--- src/rtl/mem_arb_pkg.sv ---
// rtl/mem_arb_pkg.sv - shared state and owner types for mem_arbiter
package mem_arb_pkg;

  typedef enum logic [1:0] {IDLE, ISSUE, WAIT, DONE} arb_state_t;
  typedef enum logic {OWN_IF, OWN_D} owner_t;

endpackage

--- src/rtl/mem_arbiter.sv ---
// rtl/mem_arbiter.sv - one-outstanding arbiter sharing a memory port between fetch and load/store
// MEM_ARB_RR_EN: round-robin tie-break instead of fixed data priority
module mem_arbiter
  import mem_arb_pkg::*;
#(
  parameter int ADDR_W = 32,
  parameter int DATA_W = 32
) (
  input  logic                clk,
  input  logic                rst,
  input  logic                if_req,
  input  logic [ADDR_W-1:0]   if_addr,
  output logic                if_done,
  output logic [DATA_W-1:0]   if_rdata,
  input  logic                d_req,
  input  logic                d_we,
  input  logic [ADDR_W-1:0]   d_addr,
  input  logic [DATA_W-1:0]   d_wdata,
  input  logic [DATA_W/8-1:0] d_be,
  output logic                d_done,
  output logic [DATA_W-1:0]   d_rdata,
  output logic                mem_req,
  output logic                mem_we,
  output logic [ADDR_W-1:0]   mem_addr,
  output logic [DATA_W-1:0]   mem_wdata,
  output logic [DATA_W/8-1:0] mem_be,
  input  logic                mem_gnt,
  input  logic                mem_rvalid,
  input  logic [DATA_W-1:0]   mem_rdata,
  output logic                stall
);

  arb_state_t state;
  owner_t     owner;
  owner_t     winner;

`ifdef MEM_ARB_RR_EN
  owner_t last_owner;

  always_comb begin
    winner = OWN_IF;
    if (d_req && (!if_req || last_owner == OWN_IF)) winner = OWN_D;
  end

  // Resets to D so the first tie after reset is handed to the fetch side.
  always_ff @(posedge clk) begin
    if (rst) last_owner <= OWN_D;
    else if (state == IDLE && (if_req || d_req)) last_owner <= winner;
  end
`else
  assign winner = d_req ? OWN_D : OWN_IF;
`endif

  always_ff @(posedge clk) begin
    if (rst) begin
      state     <= IDLE;
      owner     <= OWN_IF;
      mem_we    <= 1'b0;
      mem_addr  <= '0;
      mem_wdata <= '0;
      mem_be    <= '0;
      if_rdata  <= '0;
      d_rdata   <= '0;
    end else begin
      case (state)
        IDLE: begin
          if (if_req || d_req) begin
            owner <= winner;
            state <= ISSUE;
            if (winner == OWN_D) begin
              mem_we    <= d_we;
              mem_addr  <= d_addr;
              mem_wdata <= d_wdata;
              mem_be    <= d_be;
            end else begin
              mem_we    <= 1'b0;
              mem_addr  <= if_addr;
              mem_wdata <= '0;
              mem_be    <= '1;
            end
          end
        end
        ISSUE: if (mem_gnt) state <= WAIT;
        WAIT: begin
          if (mem_rvalid) begin
            state <= DONE;
            // A store's rvalid is only an acknowledge; d_rdata keeps the last load.
            if (owner == OWN_IF) if_rdata <= mem_rdata;
            else if (!mem_we)    d_rdata  <= mem_rdata;
          end
        end
        DONE:    state <= IDLE;
        default: state <= IDLE;
      endcase
    end
  end

  assign mem_req = (state == ISSUE);
  assign if_done = (state == DONE) && (owner == OWN_IF);
  assign d_done  = (state == DONE) && (owner == OWN_D);
  assign stall   = (if_req && !if_done) || (d_req && !d_done);

endmodule

--- config.mk ---
export PLATFORM = sky130hd
export DESIGN_NAME = mem_arbiter
export DESIGN_NICKNAME = d
export VERILOG_FILES = /design/src/rtl/mem_arb_pkg.sv /design/src/rtl/mem_arbiter.sv
export SDC_FILE = /design/constraint.sdc
export NUM_CORES = 1
export LEC_CHECK = 0
export ABC_AREA = 1
export BUFFER_PORTS_ARGS = -buffer_cell sky130_fd_sc_hd__buf_2
export CAP_MARGIN = 30
export CORE_ASPECT_RATIO = 0.8
export CORE_MARGIN = 8
export CORE_UTILIZATION = 49
export DETAILED_ROUTE_END_ITERATION = 7
export PLACE_DENSITY = 0.88
export SLEW_MARGIN = 0
export SYNTH_ARGS = -nofsm -noshare
export SYNTH_HDL_FRONTEND = slang
export SYNTH_SLANG_ARGS = --single-unit
--- constraint.sdc ---
create_clock -name clk -period 2.9 [get_ports clk]
set_input_delay 0.145 -clock clk [delete_from_list [all_inputs] [get_ports clk]]
set_output_delay 0.145 -clock clk [all_outputs]
set_load 0.02 [all_outputs]
# == Yosys cells after proc, flatten, opt, wreduce, memory -nomap -nowiden ==
# Index checks and enable logic that the tools add are counted.
# word_totals
output_inout_bits,137
regBits,136
word_cells,38
input_bits,139
# op_classes
mux,9
n_reduce_logical,13
bitwise,2
eq_ne,6
# ops
cell,count
32-bit two-way mux,2
2-bit case mux with 4 select lines,1
2-bit two-way mux,3
3-bit AND reduction,2
2-bit == test (second input constant),2
1-bit logical AND,4
4-bit two-way mux,1
2-bit inequality test (second input constant),2
4-bit AND reduction,1
2-bit by 1-bit == test with 1-bit output (second input constant),1
1-bit zero test,2
2-bit zero test,1
1-bit logical OR,2
1-bit two-way mux,2
2-bit by 1-bit inequality test with 1-bit output (second input constant),1
1-bit NOT,2
2-bit AND reduction,1

# == Logic depth before layout (Yosys ltp) ==
# Gate-level depths: netlist of the first run.
# depth
ltp_word,5
ltp_mapped,9
mapped_depth_nobuf,8

# == Least setup slack after synthesis of the first run ==
# Ideal clock, no wire load.
# synth_path
kind,register -> register
startpoint,reg state[0]
endpoint,reg if_rdata[10]
required_time_ps,2784
setup_slack_ps,1510
arrival_time_ps,1274
n_path_buf,1
setup_ps,116
stages_incl_launch_ff,9
period_less_slack_ps,1390
cell_sequence,dfxtp_1 inv_1 ha_1 nand2_1 nor2_1 inv_1 buf_6 nor2_1 nor2_1
# synth_between
elab_chain_len,2
# synth_lines
item,line_no,text
from (decl),mem_arbiter.sv:33,arb_state_t state;
from (signal assigned),mem_arbiter.sv:56,state <= IDLE;
from (signal assigned),mem_arbiter.sv:69,state <= ISSUE;
from (signal assigned),mem_arbiter.sv:83,ISSUE: if (mem_gnt) state <= WAIT;
2-bit == test,mem_arbiter.sv:65,case (state)
3-bit AND reduction (no line),--,
to (signal assigned),mem_arbiter.sv:88,if (owner == OWN_IF) if_rdata <= mem_rdata;
to (decl),mem_arbiter.sv:14,"output logic [DATA_W-1:0] if_rdata,"
# Every way passes these cells.
# A chain may end at the register's enable or synchronous reset.

# == Final worst setup path of the first run ==
# layout_path
startpoint,reg state[0]
endpoint,reg if_rdata[5]
# The elaborated chain is that of the path after synthesis.

==> results of run 1 <==
[metal layers]
layer	vias up	wire length [um]	track usage, %
met5	-	0	0
met4	0	611	13.10
met3	58	1755	9.346
met2	307	9145	42.64
met1	2664	7045	27.18
li1	2918	-	-
[path summary, 6_finish.rpt]
| check | depth (start not counted) | to |
|---|---|---|
| worst max-delay path | 9 | if_rdata[5]$_SDFFE_PP0P_ |
| worst min register to register | 2 | mem_wdata[28]$_SDFFE_PP0P_ |
| worst min-delay path | 3 | if_rdata[0]$_SDFFE_PP0P_ |
| worst max register to register | 9 | if_rdata[5]$_SDFFE_PP0P_ |
[cell usage in the layout (no fill, tap or decap)]
master / Yosys / final
buf_2: 15 / 275
inv_2: 3 / 3
nor2_8: 2 / 2
bufinv_16: 0 / 4
clkinv_2: 0 / 4
nand4_1: 2 / 2
dlygate4sd3_1: 0 / 61
buf_8: 0 / 1
a21oi_1: 34 / 34
inv_4: 1 / 1
nor2_2: 0 / 1
inv_1: 13 / 13
ha_1: 5 / 5
nand2_1: 173 / 173
buf_4: 4 / 6
clkbuf_1: 19 / 2
dfxtp_1: 136 / 136
clkinv_4: 0 / 4
o21ai_0: 102 / 102
nor2_1: 209 / 208
clkbuf_8: 0 / 1
clkbuf_16: 0 / 17
[cells in the mapped netlist]
| master | n | area share [%] |
|---|---|---|
| inv_4 | 1 | 0.12 |
| ha_1 | 5 | 1.2 |
| nor2_1 | 209 | 15 |
| nand2_1 | 173 | 12 |
| buf_2 | 15 | 1.4 |
| inv_2 | 3 | 0.21 |
| dfxtp_1 | 136 | 51 |
| o21ai_0 | 102 | 9.6 |
| nor2_8 | 2 | 0.76 |
| nand4_1 | 2 | 0.24 |
| buf_4 | 4 | 0.57 |
| inv_1 | 13 | 0.92 |
| clkbuf_1 | 19 | 1.3 |
| buf_6 | 9 | 1.9 |
| a21oi_1 | 34 | 3.2 |
[registers in the layout, summed over array words and instances, names as in the netlist]
name and flops:
mem_be 4, d_rdata 32, owner 1, mem_addr 32, state 2, mem_we 1, mem_wdata 32, if_rdata 32
[critical path, delay by kind of cell (launching register included)]
| kind | cells | cell delay, ns |
|---|---|---|
| adders and majority gates | 1 | 0.19 |
| buffers and inverters | 4 | 0.84 |
| DFF | 1 | 0.33 |
| and+or+nand+nor | 4 | 0.80 |
[per-stage QoR]
stage	instance area, um2	setup WS [ns]
global route	7870	0.3718
detailed placement	6638	0.6242
global placement	6623	0.2165
finish	7870	0.6446
CTS	7870	0.6034
floorplan	5296	1.510
[layout make-up]
cell class                 instances  area (um2)  share of cell area [%]
sequential                       136        2723                   34.59
clock inverter                    12       175.2                   2.226
timing repair buffer             343        2047                   26.01
clock buffer                      20       446.7                   5.676
inverter                          17       66.31                  0.8426
multi-input combinational        527        2232                   28.36
tap                              144       180.2                   2.289
[cell families (layout without fill, tap and decap cells)]
| family | count (synthesis) | in the layout | share of synthesized area [%] |
|---|---|---|---|
| buffers and inverters | 64 | 392 | 6.497 |
| AO/OA/AOI/OAI | 136 | 136 | 12.85 |
| AND/OR/NAND/NOR | 386 | 386 | 28.07 |
| adder cells (fa/ha/maj) | 5 | 5 | 1.181 |
| flip-flops | 136 | 136 | 51.41 |
[where the power goes]
group,leakage [nW],internal (mW),switching [mW]
registers,1.11,2.25,0.198
clock network,0.308,1.46,0.787
logic,2.66,0.702,1.51
==> flow_summary.toml, run 1 <==
[run_status]
outcome = "completed"

[route]
drtPass1Iterations = 5
vias_per_cell = 4.960
drt-total-wl_um = 18560
first_iter_violations = 474
via_count = 5947
ant_nets = 0
wl_per_cell_um = 15.48
drc = 0

[grt]
grt_pass1_vias = 5888
grt_max_degree = 103
grt_usage_pct = 25.00
grt_first_pass_wirelength_um = 29160
grt_antenna_before_repair = 0
grt-ovfl-total = 0

[floorplan]
die_area_um2 = 14410
initial_utilization_pct = 49.40
core_um2 = 10720
die_x_um = 132.2
die_y_um = 109.0
io_pins = 276
rows = 34

[sta]
tightest_slew_ns = 0.9432
maxSlewViolCount = 0
timing.hold.ws_ns = 0.01708
relSlewSlack_pct = 37.05
setup_violations = 0
min_period_over_period_pct = 77.77
final_hold_viol_count = 0
grt_setup_unrepaired = "false"
fmax_ghz = 0.4434
fin_skew_ns = 0.008955
setup_tns_ns = 0
period_needed_ns = 2.255

[worst_setup_path]
r2r_setup_slack_ns = 0.64
crit_arrival_ns = 2.55
cpPeakStageDelay_ns = 0.52
worstSetupStartpoint = "state[0]$_SDFFE_PP0P_"
crit_slowest_cell = "nor2_2"
reg2reg_from = "state[0]$_SDFFE_PP0P_"
path_cells = "inv_1 -> ha_1 -> nand2_1 -> nor2_2 -> buf_8 -> inv_1 -> buf_4 -> nor2_1 -> nor2_1"
crit_path_start_kind = "register"
worstSetupPathType = "reg2reg"
required_ns = 3.20
crit_fanout = 18
end_kind = "register"

[cts]
cts_buffer_depth = 2
h-tree-depth = 4
cts.clk_slew.worst_paths_ns = 0.06
insertion_delay_ns = 0.41
cts_buffers = 17
cts_sinks = 136
ctsHoldBuffers = 61
cts_resized = 0
cts_root_buffer = "clkbuf_16"
cts_tree = "done"
cts_setup_buffers = 0

[finish]
drive_above_1_share_pct = 30.24
post-route-util_pct = 73.41
areaGrowthSynthToFinish_pct = 48.59
nNetsFinal = 1186
fin_cells = 1199
diodes = 0
nFillCells = 775

[yosys]
ys_ff_latch = 136
yosysSeqAreaShare_pct = 51.41
synth_cell_types = 15
syn_area_um2 = 5296
ys.warnings.count = 0
synthCells = 727
syn-num-nets = 871
synth_area_per_cell_um2 = 7.285

[pwr]
power.total_mw = 6.907
power.density_nw_per_um2 = 877.7
peakVddDrop_uv = 564.8
p_leak_nw = 4.084

[place]
gp_congestion = 0.8065
dp_hpwl_um = 11860
portBuffers = 275
dp.cells = 1106

[worst_hold_path]
worstHoldStart = "mem_rdata[0]"
hold_class = "in2reg"

[flow_run]
maxCapViolCount = 0
No activity file was read; power rests on OpenSTA's default activity.
==> run 2: changes to the inputs <==
--- a/config.mk
+++ b/config.mk
@@ -5,14 +5,14 @@
 export SDC_FILE = /design/constraint.sdc
 export NUM_CORES = 1
 export LEC_CHECK = 0
-export ABC_AREA = 1
+export ABC_AREA = 0
 export BUFFER_PORTS_ARGS = -buffer_cell sky130_fd_sc_hd__buf_2
 export CAP_MARGIN = 30
 export CORE_ASPECT_RATIO = 0.8
 export CORE_MARGIN = 8
-export CORE_UTILIZATION = 49
+export CORE_UTILIZATION = 45
 export DETAILED_ROUTE_END_ITERATION = 7
-export PLACE_DENSITY = 0.88
+export PLACE_DENSITY = 0.81
 export SLEW_MARGIN = 0
 export SYNTH_ARGS = -nofsm -noshare
 export SYNTH_HDL_FRONTEND = slang
==> constraint.sdc (replaced) <==
create_clock -name clk -period 2.15 [get_ports clk]
set_input_delay 0.1075 -clock clk [delete_from_list [all_inputs] [get_ports clk]]
set_output_delay 0.1075 -clock clk [all_outputs]
set_load 0.02 [all_outputs]
==> run 2 against run 1 <==
Compared with the run above: hold slack lost 0.0026 ns; wire length shrank 4.2%; utilization shrank 3.3 points; clock-buffer cell count grew 1; flip-flop and latch count is the same; global-route usage shrank 3.4 points; critical endpoint is now stall; cell count shrank 8.2%; largest power group is now clock; synthesized cell count shrank 15%; clock power grew 48%.
==> flow_summary.toml, run 2 <==
[run_status]
outcome = "completed"

[yosys]
synth-edff-count = 0
synthFlopType = "dfxtp_1"
synthCells = 618
ys_ff_latch = 136
yosysTopAreaCell = "dfxtp_1"
synth_cell_types = 30
synth_area_per_cell_um2 = 8.748
netlist_top_cells_count = "163 x nand2_1, 136 x dfxtp_1, 98 x a21oi_1"
synth_area_leaders = "dfxtp_1 50%, nand2_1 11%, a21oi_1 9.1%"
ys.warnings.count = 0
syn-num-nets = 762
syn_area_um2 = 5406
async_reset_ff_share_pct = 0
synth_top_area_share_pct = 50.36
yosysSeqAreaShare_pct = 50.36
yosysMostFrequentCell = "nand2_1"

[finish]
final_common_cell = "buf_2"
areaGrowthSynthToFinish_pct = 50.57
final_cell_mix = "273 x buf_2, 163 x nand2_1, 136 x dfxtp_1"
drive_above_1_share_pct = 36.49
nNetsFinal = 1082
stdcell_area_um2 = 8140

[worst_setup_path]
required_ns = 2.04
crit_slowest_cell = "dfxtp_1"
cpPeakStageDelay_ns = 0.34
path_cells = "ha_1 -> nor2b_1 -> nor2_1 -> a2bb2oi_1 -> buf_2"
crit_path_start_kind = "register"
cp_top_family = "flip-flops"
crit_arrival_ns = 1.58
critPathBufInv = 1
crit_cells = 5
r2r_cells = 6
crit_fanout = 4
worstSetupPathType = "reg2out"
end_kind = "primary output"

[cts]
insertion_delay_ns = 0.40
cts_resized = 0
cts_tree = "done"
cts.clk_slew.worst_paths_ns = 0.06
h-tree-depth = 4
cts_buffers = 17
cts_sinks = 136
cts_root_buffer = "clkbuf_16"
cts_buffer_depth = 2

[route]
drc = 0
drtPass1Iterations = 5
drt-total-wl_um = 17780
wl_per_cell_um = 16.15
first_iter_violations = 377
ant_nets = 0
vias_per_cell = 4.988
via_count = 5492

[sta]
relSlewSlack_pct = 43.57
fmax_ghz = 0.5930
min_period_over_period_pct = 78.44
setup_tns_ns = 0
tightest_slew_ns = 0.8433
final_hold_viol_count = 0
period_needed_ns = 1.686
fin_skew_ns = 0.009240
maxSlewViolCount = 0
setup_violations = 0
grt_setup_unrepaired = "false"

[place]
place_area_um2 = 6817
gp_congestion = 0.7927
dp_hpwl_um = 12120
portBuffers = 275

[floorplan]
die_area_um2 = 15800
io_pins = 276
die_y_um = 114.0
rows = 35
core_um2 = 11600
die_x_um = 138.5
initial_utilization_pct = 46.59

[pwr]
power.density_nw_per_um2 = 1181
peakVddDrop_uv = 725.3
p_leak_nw = 3.749

[grt]
grt_first_pass_wirelength_um = 28180
grt_pass1_vias = 5525
grt_antenna_before_repair = 0
grt_usage_pct = 21.58
grt_max_degree = 69
grt-ovfl-total = 0

[flow_run]
maxCapViolCount = 0

[worst_hold_path]
worstHoldPathCells = 3
hold_class = "in2reg"
## run 2: cell families after synthesis
family                   after synthesis  share of synthesized area, %
AO/OA/AOI/OAI                        141                         17.33
adder cells (fa/ha/maj)                5                         1.157
buffers and inverters                 55                         6.040
flip-flops                           136                         50.36
multiplexers                          32                         5.925
AND/OR/NAND/NOR                      249                         19.19
## run 2: worst reg2reg max path, stage by stage (launching register included)
cell and delay, ns:
dfxtp_1 0.34, inv_1 0.11, ha_1 0.17, o21a_2 0.37
buf_12 0.28, nor2_1 0.11, a211oi_2 0.19
## run 2: cell type report
class	count	area, um2
Antenna cell	2	5.005
Clock buffer	21	470.5
Clock inverter	11	217.7
Fill cell	911	3465
Inverter	4	15.01
Multi-Input combinational cell	427	2357
Sequential cell	136	2723
Tap cell	148	185.2
Timing Repair Buffer	352	2167
## run 2: power by group
group	total (mW)	switching (mW)	internal, mW
clock	3.33	1.06	2.27
sequential	3.22	0.234	2.98
combinational	3.06	1.96	1.10
## run 2: stage by stage
stage / setup slack [ns] / util (%) / hold WS [ns] / cells / power, mW
floorplan: 0.7158 / - / 0.2435 / 618 / 5.371
global route: 0.3855 / 70.10 / 0.01714 / 1099 / 10.11
finish: 0.4636 / 70.15 / 0.01452 / 1101 / 9.613
detailed placement: 0.5179 / 58.74 / 0.3641 / 1004 / 6.231
CTS: 0.4415 / 70.10 / 0.0002696 / 1099 / 9.678
global placement: 0.5780 / 58.74 / 0.3609 / 1004 / 6.163
## run 2: what timing repair did
action | CTS | global route
hold buffers | 63 | 0
setup buffers | 0 | 0
endpoints found under the hold margin | 95 | 0
## run 2: final timing paths
check                                          startpoint                    endpoint  slack [ns]
worst max register to register      state[0]$_SDFFE_PP0P_   mem_addr[25]$_SDFFE_PP0P_        0.52
worst min-delay path                          d_wdata[17]  mem_wdata[17]$_SDFFE_PP0P_        0.01
worst max-delay path                state[0]$_SDFFE_PP0P_                       stall        0.46
worst min register to register  mem_wdata[1]$_SDFFE_PP0P_   mem_wdata[1]$_SDFFE_PP0P_        0.45
## run 2: layer usage
metal	global-route usage, %	part of all wire [%]	up-vias
met4	8.454	1.9	0
met5	0	0	-
met3	7.226	6.9	26
li1	-	-	2733
met2	38.71	52	202
met1	23.10	39	2531
